===== src/rtl/npu_dma_sched_if.sv =====
// Command/status bus between the DMA scheduler and npu_dma.
// The master side issues transfers and the slave side reports progress.
interface npu_dma_sched_if;
  logic [31:0] rd_addr;
  logic [31:0] wr_addr;
  logic [31:0] rd_len;
  logic [31:0] wr_len;
  logic        rd_start_pulse;
  logic        wr_start_pulse;
  logic        rd_busy;
  logic        rd_done;
  logic        wr_busy;
  logic        wr_done;

  modport master (
    output rd_addr, wr_addr, rd_len, wr_len, rd_start_pulse, wr_start_pulse,
    input  rd_busy, rd_done, wr_busy, wr_done
  );

  modport slave (
    input  rd_addr, wr_addr, rd_len, wr_len, rd_start_pulse, wr_start_pulse,
    output rd_busy, rd_done, wr_busy, wr_done
  );
endinterface


===== src/rtl/npu_dma_sched.sv =====
// Descriptor queue plus issue FSM for npu_dma: pops one descriptor at a time,
// fires paired read/write starts, waits for both dones, and guards with a watchdog.
module npu_dma_sched #(
  parameter int unsigned DESC_DEPTH = 4,
  parameter int unsigned DESC_AW    = 2,
  parameter int unsigned TO_WIDTH   = 16
) (
  input  logic                clk,
  input  logic                rst_n,
  input  logic                enable,
  input  logic                desc_valid,
  output logic                desc_ready,
  input  logic [31:0]         desc_rd_addr,
  input  logic [31:0]         desc_wr_addr,
  input  logic [31:0]         desc_len,
  input  logic [TO_WIDTH-1:0] to_limit,
  input  logic                irq_en,
  input  logic                irq_clear,
  input  logic                err_clear,
  npu_dma_sched_if.master     dma,
  output logic                busy,
  output logic                err,
  output logic                irq,
  output logic [15:0]         done_count,
  output logic [DESC_AW:0]    queue_level
);

  localparam logic [DESC_AW:0] LevelFull = (DESC_AW + 1)'(DESC_DEPTH);

  typedef enum logic [2:0] {StIdle, StLoad, StIssue, StWait, StErr} state_e;

  state_e state_q, state_d;

  logic [31:0] mem_rd_addr [DESC_DEPTH];
  logic [31:0] mem_wr_addr [DESC_DEPTH];
  logic [31:0] mem_len     [DESC_DEPTH];

  logic [DESC_AW-1:0]  wr_ptr_q, rd_ptr_q;
  logic [DESC_AW:0]    level_q;
  logic [31:0]         rd_addr_q, wr_addr_q, len_q;
  logic [TO_WIDTH-1:0] wd_q;
  logic                err_q, irq_q;
  logic [15:0]         done_cnt_q;

  logic push, pop, flush;
  logic wait_complete, wait_timeout, wd_hit;
  logic start_pulse;

  // Busy flags are informational only; nothing in the schedule depends on them.
  logic unused_dma_busy;
  assign unused_dma_busy = dma.rd_busy ^ dma.wr_busy;

  assign desc_ready = (level_q != LevelFull);
  assign push       = desc_valid && desc_ready;
  assign pop        = (state_q == StLoad);
  assign flush      = (state_q == StErr) && err_clear;
  assign wd_hit     = (to_limit != '0) && (wd_q == to_limit - 1'b1);

  always_ff @(posedge clk) begin
    if (push) begin
      mem_rd_addr[wr_ptr_q] <= desc_rd_addr;
      mem_wr_addr[wr_ptr_q] <= desc_wr_addr;
      mem_len[wr_ptr_q]     <= desc_len;
    end
  end

  // A flush wins over any push in the same cycle, so that push is dropped.
  always_ff @(posedge clk) begin
    if (!rst_n || flush) begin
      wr_ptr_q <= '0;
      rd_ptr_q <= '0;
      level_q  <= '0;
    end else begin
      if (push) wr_ptr_q <= wr_ptr_q + 1'b1;
      if (pop)  rd_ptr_q <= rd_ptr_q + 1'b1;
      if (push && !pop) begin
        level_q <= level_q + 1'b1;
      end else if (!push && pop) begin
        level_q <= level_q - 1'b1;
      end
    end
  end

  always_ff @(posedge clk) begin
    if (!rst_n) begin
      state_q <= StIdle;
    end else begin
      state_q <= state_d;
    end
  end

  always_comb begin
    state_d       = state_q;
    wait_complete = 1'b0;
    wait_timeout  = 1'b0;
    unique case (state_q)
      StIdle:  if (enable && (level_q != '0)) state_d = StLoad;
      StLoad:  state_d = StIssue;
      StIssue: state_d = StWait;
      StWait: begin
        if (dma.rd_done && dma.wr_done) begin
          wait_complete = 1'b1;
          state_d       = StIdle;
        end else if (wd_hit) begin
          wait_timeout = 1'b1;
          state_d      = StErr;
        end
      end
      StErr:   if (err_clear) state_d = StIdle;
      default: state_d = StIdle;
    endcase
  end

  always_comb begin
    start_pulse = (state_q == StIssue);
    busy        = (state_q == StLoad) || (state_q == StIssue) || (state_q == StWait);
  end

  always_ff @(posedge clk) begin
    if (!rst_n) begin
      rd_addr_q  <= '0;
      wr_addr_q  <= '0;
      len_q      <= '0;
      wd_q       <= '0;
      err_q      <= 1'b0;
      irq_q      <= 1'b0;
      done_cnt_q <= '0;
    end else begin
      if (pop) begin
        rd_addr_q <= mem_rd_addr[rd_ptr_q];
        wr_addr_q <= mem_wr_addr[rd_ptr_q];
        len_q     <= mem_len[rd_ptr_q];
      end
      if (state_q == StIssue) begin
        wd_q <= '0;
      end else if ((state_q == StWait) && !wait_complete && !wait_timeout) begin
        wd_q <= wd_q + 1'b1;
      end
      if (wait_timeout) begin
        err_q <= 1'b1;
      end else if (flush) begin
        err_q <= 1'b0;
      end
      // Setting the interrupt takes priority over a coincident clear.
      if (irq_en && (wait_complete || wait_timeout)) begin
        irq_q <= 1'b1;
      end else if (irq_clear) begin
        irq_q <= 1'b0;
      end
      if (wait_complete) done_cnt_q <= done_cnt_q + 1'b1;
    end
  end

  assign dma.rd_addr        = rd_addr_q;
  assign dma.wr_addr        = wr_addr_q;
  assign dma.rd_len         = len_q;
  assign dma.wr_len         = len_q;
  assign dma.rd_start_pulse = start_pulse;
  assign dma.wr_start_pulse = start_pulse;
  assign err                = err_q;
  assign irq                = irq_q;
  assign done_count         = done_cnt_q;
  assign queue_level        = level_q;

endmodule


===== src/flat_wrapper.sv =====
// flat-port wrapper written by rule: the top's interface ports become plain ports
module npu_dma_sched_flat 
#(
  parameter int unsigned DESC_DEPTH = 4,
  parameter int unsigned DESC_AW    = 2,
  parameter int unsigned TO_WIDTH   = 16
)
  (clk, rst_n, enable, desc_valid, desc_ready, desc_rd_addr, desc_wr_addr, desc_len, to_limit, irq_en, irq_clear, err_clear, busy, err, irq, done_count, queue_level, dma_rd_addr, dma_wr_addr, dma_rd_len, dma_wr_len, dma_rd_start_pulse, dma_wr_start_pulse, dma_rd_busy, dma_rd_done, dma_wr_busy, dma_wr_done);
  npu_dma_sched_if dma_i ();
  input  logic clk;
  input  logic rst_n;
  input  logic enable;
  input  logic desc_valid;
  output logic desc_ready;
  input  logic [31:0] desc_rd_addr;
  input  logic [31:0] desc_wr_addr;
  input  logic [31:0] desc_len;
  input  logic [TO_WIDTH-1:0] to_limit;
  input  logic irq_en;
  input  logic irq_clear;
  input  logic err_clear;
  output logic busy;
  output logic err;
  output logic irq;
  output logic [15:0] done_count;
  output logic [DESC_AW:0] queue_level;
  output wire logic [$bits(dma_i.rd_addr)-1:0] dma_rd_addr;
  output wire logic [$bits(dma_i.wr_addr)-1:0] dma_wr_addr;
  output wire logic [$bits(dma_i.rd_len)-1:0] dma_rd_len;
  output wire logic [$bits(dma_i.wr_len)-1:0] dma_wr_len;
  output wire logic [$bits(dma_i.rd_start_pulse)-1:0] dma_rd_start_pulse;
  output wire logic [$bits(dma_i.wr_start_pulse)-1:0] dma_wr_start_pulse;
  input wire logic [$bits(dma_i.rd_busy)-1:0] dma_rd_busy;
  input wire logic [$bits(dma_i.rd_done)-1:0] dma_rd_done;
  input wire logic [$bits(dma_i.wr_busy)-1:0] dma_wr_busy;
  input wire logic [$bits(dma_i.wr_done)-1:0] dma_wr_done;
  assign dma_rd_addr = dma_i.rd_addr;
  assign dma_wr_addr = dma_i.wr_addr;
  assign dma_rd_len = dma_i.rd_len;
  assign dma_wr_len = dma_i.wr_len;
  assign dma_rd_start_pulse = dma_i.rd_start_pulse;
  assign dma_wr_start_pulse = dma_i.wr_start_pulse;
  assign dma_i.rd_busy = dma_rd_busy;
  assign dma_i.rd_done = dma_rd_done;
  assign dma_i.wr_busy = dma_wr_busy;
  assign dma_i.wr_done = dma_wr_done;
  npu_dma_sched #(.DESC_DEPTH(DESC_DEPTH), .DESC_AW(DESC_AW), .TO_WIDTH(TO_WIDTH)) u_core (.clk(clk), .rst_n(rst_n), .enable(enable), .desc_valid(desc_valid), .desc_ready(desc_ready), .desc_rd_addr(desc_rd_addr), .desc_wr_addr(desc_wr_addr), .desc_len(desc_len), .to_limit(to_limit), .irq_en(irq_en), .irq_clear(irq_clear), .err_clear(err_clear), .dma(dma_i), .busy(busy), .err(err), .irq(irq), .done_count(done_count), .queue_level(queue_level));
endmodule

===== config.mk =====
export PLATFORM = sky130hd
export DESIGN_NAME = npu_dma_sched_flat
export DESIGN_NICKNAME = d
export VERILOG_FILES = /design/src/rtl/npu_dma_sched_if.sv /design/src/rtl/npu_dma_sched.sv /design/src/flat_wrapper.sv
export SDC_FILE = /design/constraint.sdc
export NUM_CORES = 1
export LEC_CHECK = 0
export CORE_MARGIN = 2
export CORE_UTILIZATION = 40
export CTS_BUF_LIST = sky130_fd_sc_hd__clkbuf_4 sky130_fd_sc_hd__clkbuf_8
export DETAILED_ROUTE_END_ITERATION = 8
export GPL_ROUTABILITY_DRIVEN = 0
export SLEW_MARGIN = 10
export SYNTH_ARGS = -nofsm -noshare
export SYNTH_HDL_FRONTEND = slang
export SYNTH_SLANG_ARGS = --single-unit

===== constraint.sdc =====
create_clock -name clk -period 5 [get_ports clk]
set_clock_uncertainty 0.05 [all_clocks]
set_input_delay 1.5 -clock clk [delete_from_list [all_inputs] [get_ports clk]]
set_output_delay 1.5 -clock clk [all_outputs]
set_load 0.005 [all_outputs]

==> impl_results.md <==
- Path depth of the worst reg2reg path: 9
- Reg2reg start: u_core.state_q[2]$_SDFFE_PN0P_
- Syn Nets: between 1000 and 1500
- Core area: 49050 sq um
- Reg-to-reg setup timing slack: between 2 and 2.5 ns
- WS Path Type: in -> reg
- Drt wl/cell: ~20 microns
- Iteration-0 DRC count of the detailed router: about 740
- Slew Viols, Final: 0
- Initial core utilization: 0.4069
- Status: complete, no violations
- Met1 Usage GRT: 0.2263
- Port Buffer Count: 273
- Top cell type's share of synthesized area: 0.5778
- Power Density: 475.0 nW/um^2
- Proportion of layout cells with a drive suffix above 1: 0.1729
- Initial antenna violation count: 5
- GRT met2 Usage: 0.2915
- Tot GR Track Use: 0.1769
- CTS root buffer: clkbuf_8
- Synth Register Bits: 524
- IO Count: ~280
- Final Core Density: 0.5112
- Logic pwr share: 0.215
- Gr ovfl total: 0
- Sequential Power Share: 0.470
- Static Leak: ~8.1 nW
- Area Growth Syn to Fin: 25.65%
- Crit path DAT: roughly 4.7 ns
- Max-slew headroom: 0.3118
- Post-CTS setup repair buffer count: 0
- H-tree depth: 3
- Synth unique cells: a little over 60
- Chip Width: about 230 microns
- Drt pass-1 iters: 5
- Max_cap viols: 0
- Net Sw Frac: 0.2713
- Area taken by multi-input logic gates: between 5000 and 6000 sq um
- DR vias/cell: ~5
- Crit Path Max Fanout: 7
- Vias in the first global route: between 10000 and 15000
- Layout Nets: between 1500 and 2000
- Post-synth EDFFs: between 300 and 400
- Achievable Freq: between 200 and 250 MHz
- Power Total: between 10 and 15 mW
- Setup crit end kind: flip-flop
- Tmin final: roughly 4.2 ns
- Crit path launch type: input port
- First-pass GRT wire length: around 69 mm
- Post-route setup TNS: 0 ns
- Vias: about 12000
- Clock Power Share: 0.315
- Hold_ws: 0.4015 ns
- DRT antenna net count: 0
- Number of warnings issued by yosys: 0
- Cells after DPL: 2144
- Die area: between 50000 and 60000 sq um
- Cell count after synthesis: around 1300
- CTS tree: yes
- Hold Startpoint: u_core.dma.wr_addr[6]$_SDFFE_PN0P_
- Fin crit share: 0.8321
- TritonCTS Buffers: between 80 and 90
- WHS Endpoint: u_core.dma.wr_addr[6]$_SDFFE_PN0P_
- Busiest grt layer: met2
- Total internal power: ~8.7 mW
- Final Hold Viols: 0
- Yosys top cell by area: edfxtp_1
- Sequential-to-total area share from yosys stat: 0.7182
- RSZ-0062 raised after global routing: false
- Met3 Use GR: 0.04775
- DRC: 0
- Synth area leaders: edfxtp_1 58%, dfxtp_1 14%, mux4_2 11%
- Peak VDD IR: about 0.00025 V
- CTS max path bufs: 3
- Min-delay worst type: reg -> reg
- Net Sw Power: 3.231 mW
- Share of flip-flops with an asynchronous set or reset: 0
- Post-DP HPWL: between 20 and 30 mm
- Final setup viols: 0
- Clock-pin slew on the worst setup and hold paths: ~0.060 ns
- Worst-margin pin slew: around 1.0 ns
- DIE HEIGHT: approximately 230 microns
- Filler cells: 4289
- Final Non-Filler Cells: ~2300
- Reg area: 14340 sq um
- WP data required: about 5.5 ns
- Final wirelength: around 45 mm
- Cell Rows: 81
- Resized cells post-CTS: 0
- Hold path cells: 2
- Clk_lat worst skew: 0.66 ns
- Commonest register cell after synthesis: edfxtp_1
- Crit Reg-Reg Endpoint: u_core.queue_level[2]$_SDFFE_PP0P_
- Largest net degree at the start of global routing: between 60 and 70
- Post-Syn Area: roughly 20000 sq um
- Hold buffers post-CTS: 0
- Clock Sinks: 524
- Avg Cell Area, Syn: ~16 sq um
## routing by layer
layer / wire length [microns] / up-vias
met5: 55 / -
met4: 864 / 8
met3: 2730 / 70
met2: 22250 / 294
met1: 19280 / 5870
li1: - / 5373
## flip-flops by register name, summed over array words and instances, names as in the netlist, 16 cells and up
name / cells
u_core.dma.wr_addr: 32
u_core.done_count: 16
u_core.dma.rd_len: 32
u_core.mem_len: 128
u_core.mem_wr_addr: 128
u_core.dma.rd_addr: 32
u_core.wd_q: 16
u_core.mem_rd_addr: 128
## cell type report
type	instances	area share
repair buffers	296	0.1184
flip-flops and latches	524	0.5719
diodes	1	0.00009979
multi-input cells	643	0.2033
well taps	664	0.03313
clock inverters	31	0.006237
inverters	17	0.002744
clock buffers	132	0.06421
## cells in the mapped netlist, drive strengths merged (6+ instances only)
library cell,number
edfxtp,384
nand2,220
dfxtp,140
a21oi,113
mux4,96
nor2,53
buf,49
clkbuf,47
xor2,26
xnor2,17
inv,16
and3,11
ha,8
nand4,8
nand3,7
nor3,6
## power groups by stage
stage | sequential (mW) | combinational, mW | clock (mW)
global placement | 5.68 | 2.61 | 0
global route | 5.68 | 2.81 | 4.05
floorplan | 5.57 | 1.58 | 0
CTS | 5.62 | 2.63 | 3.86
detailed placement | 5.71 | 2.63 | 0
finish | 5.60 | 2.56 | 3.75
## how the worst max path moves through the flow
stage / from / end / slack, ns / cells past startpoint
after floorplan: desc_valid / u_core.mem_len[0][0]$_DFFE_PP_ / 0.72 / 1
after global placement: to_limit[9] / u_core.wd_q[10]$_SDFFE_PP0P_ / 0.23 / 10
after detailed placement: to_limit[9] / u_core.wd_q[6]$_SDFFE_PP0P_ / 0.23 / 10
after CTS: to_limit[9] / u_core.wd_q[6]$_SDFFE_PP0P_ / 0.92 / 10
after global routing: to_limit[9] / u_core.wd_q[6]$_SDFFE_PP0P_ / 0.67 / 10
final: to_limit[9] / u_core.wd_q[6]$_SDFFE_PP0P_ / 0.84 / 10
## logic make-up (layout without fill, tap and decap cells)
| family | after synthesis | count (layout) | synth area share |
|---|---|---|---|
| compound gates | 150 | 150 | 0.04420 |
| xor+xnor | 43 | 43 | 0.01887 |
| fa+ha+maj | 9 | 9 | 0.006019 |
| buf+inv | 113 | 476 | 0.02758 |
| flops | 524 | 524 | 0.7182 |
| mux | 100 | 100 | 0.1103 |
| other cells | 0 | 1 | 0 |
| simple gates | 341 | 341 | 0.07479 |
## placed cells by master, fill, tap and decap left out, types with 3 or more instances in the layout
cell,n
ha_1,8
clkinv_1,17
clkinvlp_4,4
edfxtp_1,384
clkbuf_8,99
a21oi_1,113
inv_1,15
nor2_1,52
or3_1,4
a31oi_1,3
nor3_1,6
or4_1,4
o31ai_1,3
nand4b_1,3
clkdlybuf4s50_1,273
mux2i_1,4
nor4_1,3
nand3b_1,4
o21ai_0,4
nand2_1,220
o21a_1,3
a31o_2,3
and2_1,4
dfxtp_1,138
buf_4,18
xnor2_1,17
xor2_1,26
nand4_1,8
nand3_1,7
clkinv_2,8
buf_12,5
mux4_2,96
a211oi_1,4
and3_1,7
and3_4,4
clkbuf_4,33
## worst max-delay path, cell delays in order
cell	delay [ns]
clkdlybuf4s50_1	0.50
or4_1	0.60
or4_1	0.53
a32o_1	0.27
nor2_2	0.15
nor4_4	0.09
buf_4	0.18
a2111oi_4	0.48
a21oi_1	0.13
a31o_2	0.22
## per-stage QoR
step                      cell area [sq um]  worst slack (ns)
after detailed placement              23310            0.2323
after global placement                23310            0.2291
after CTS                             25070            0.9219
after floorplan                       19960            0.7207
final                                 25080            0.8396
after global routing                  25070            0.6689
Note: power is estimated with default switching activity, not from simulation.
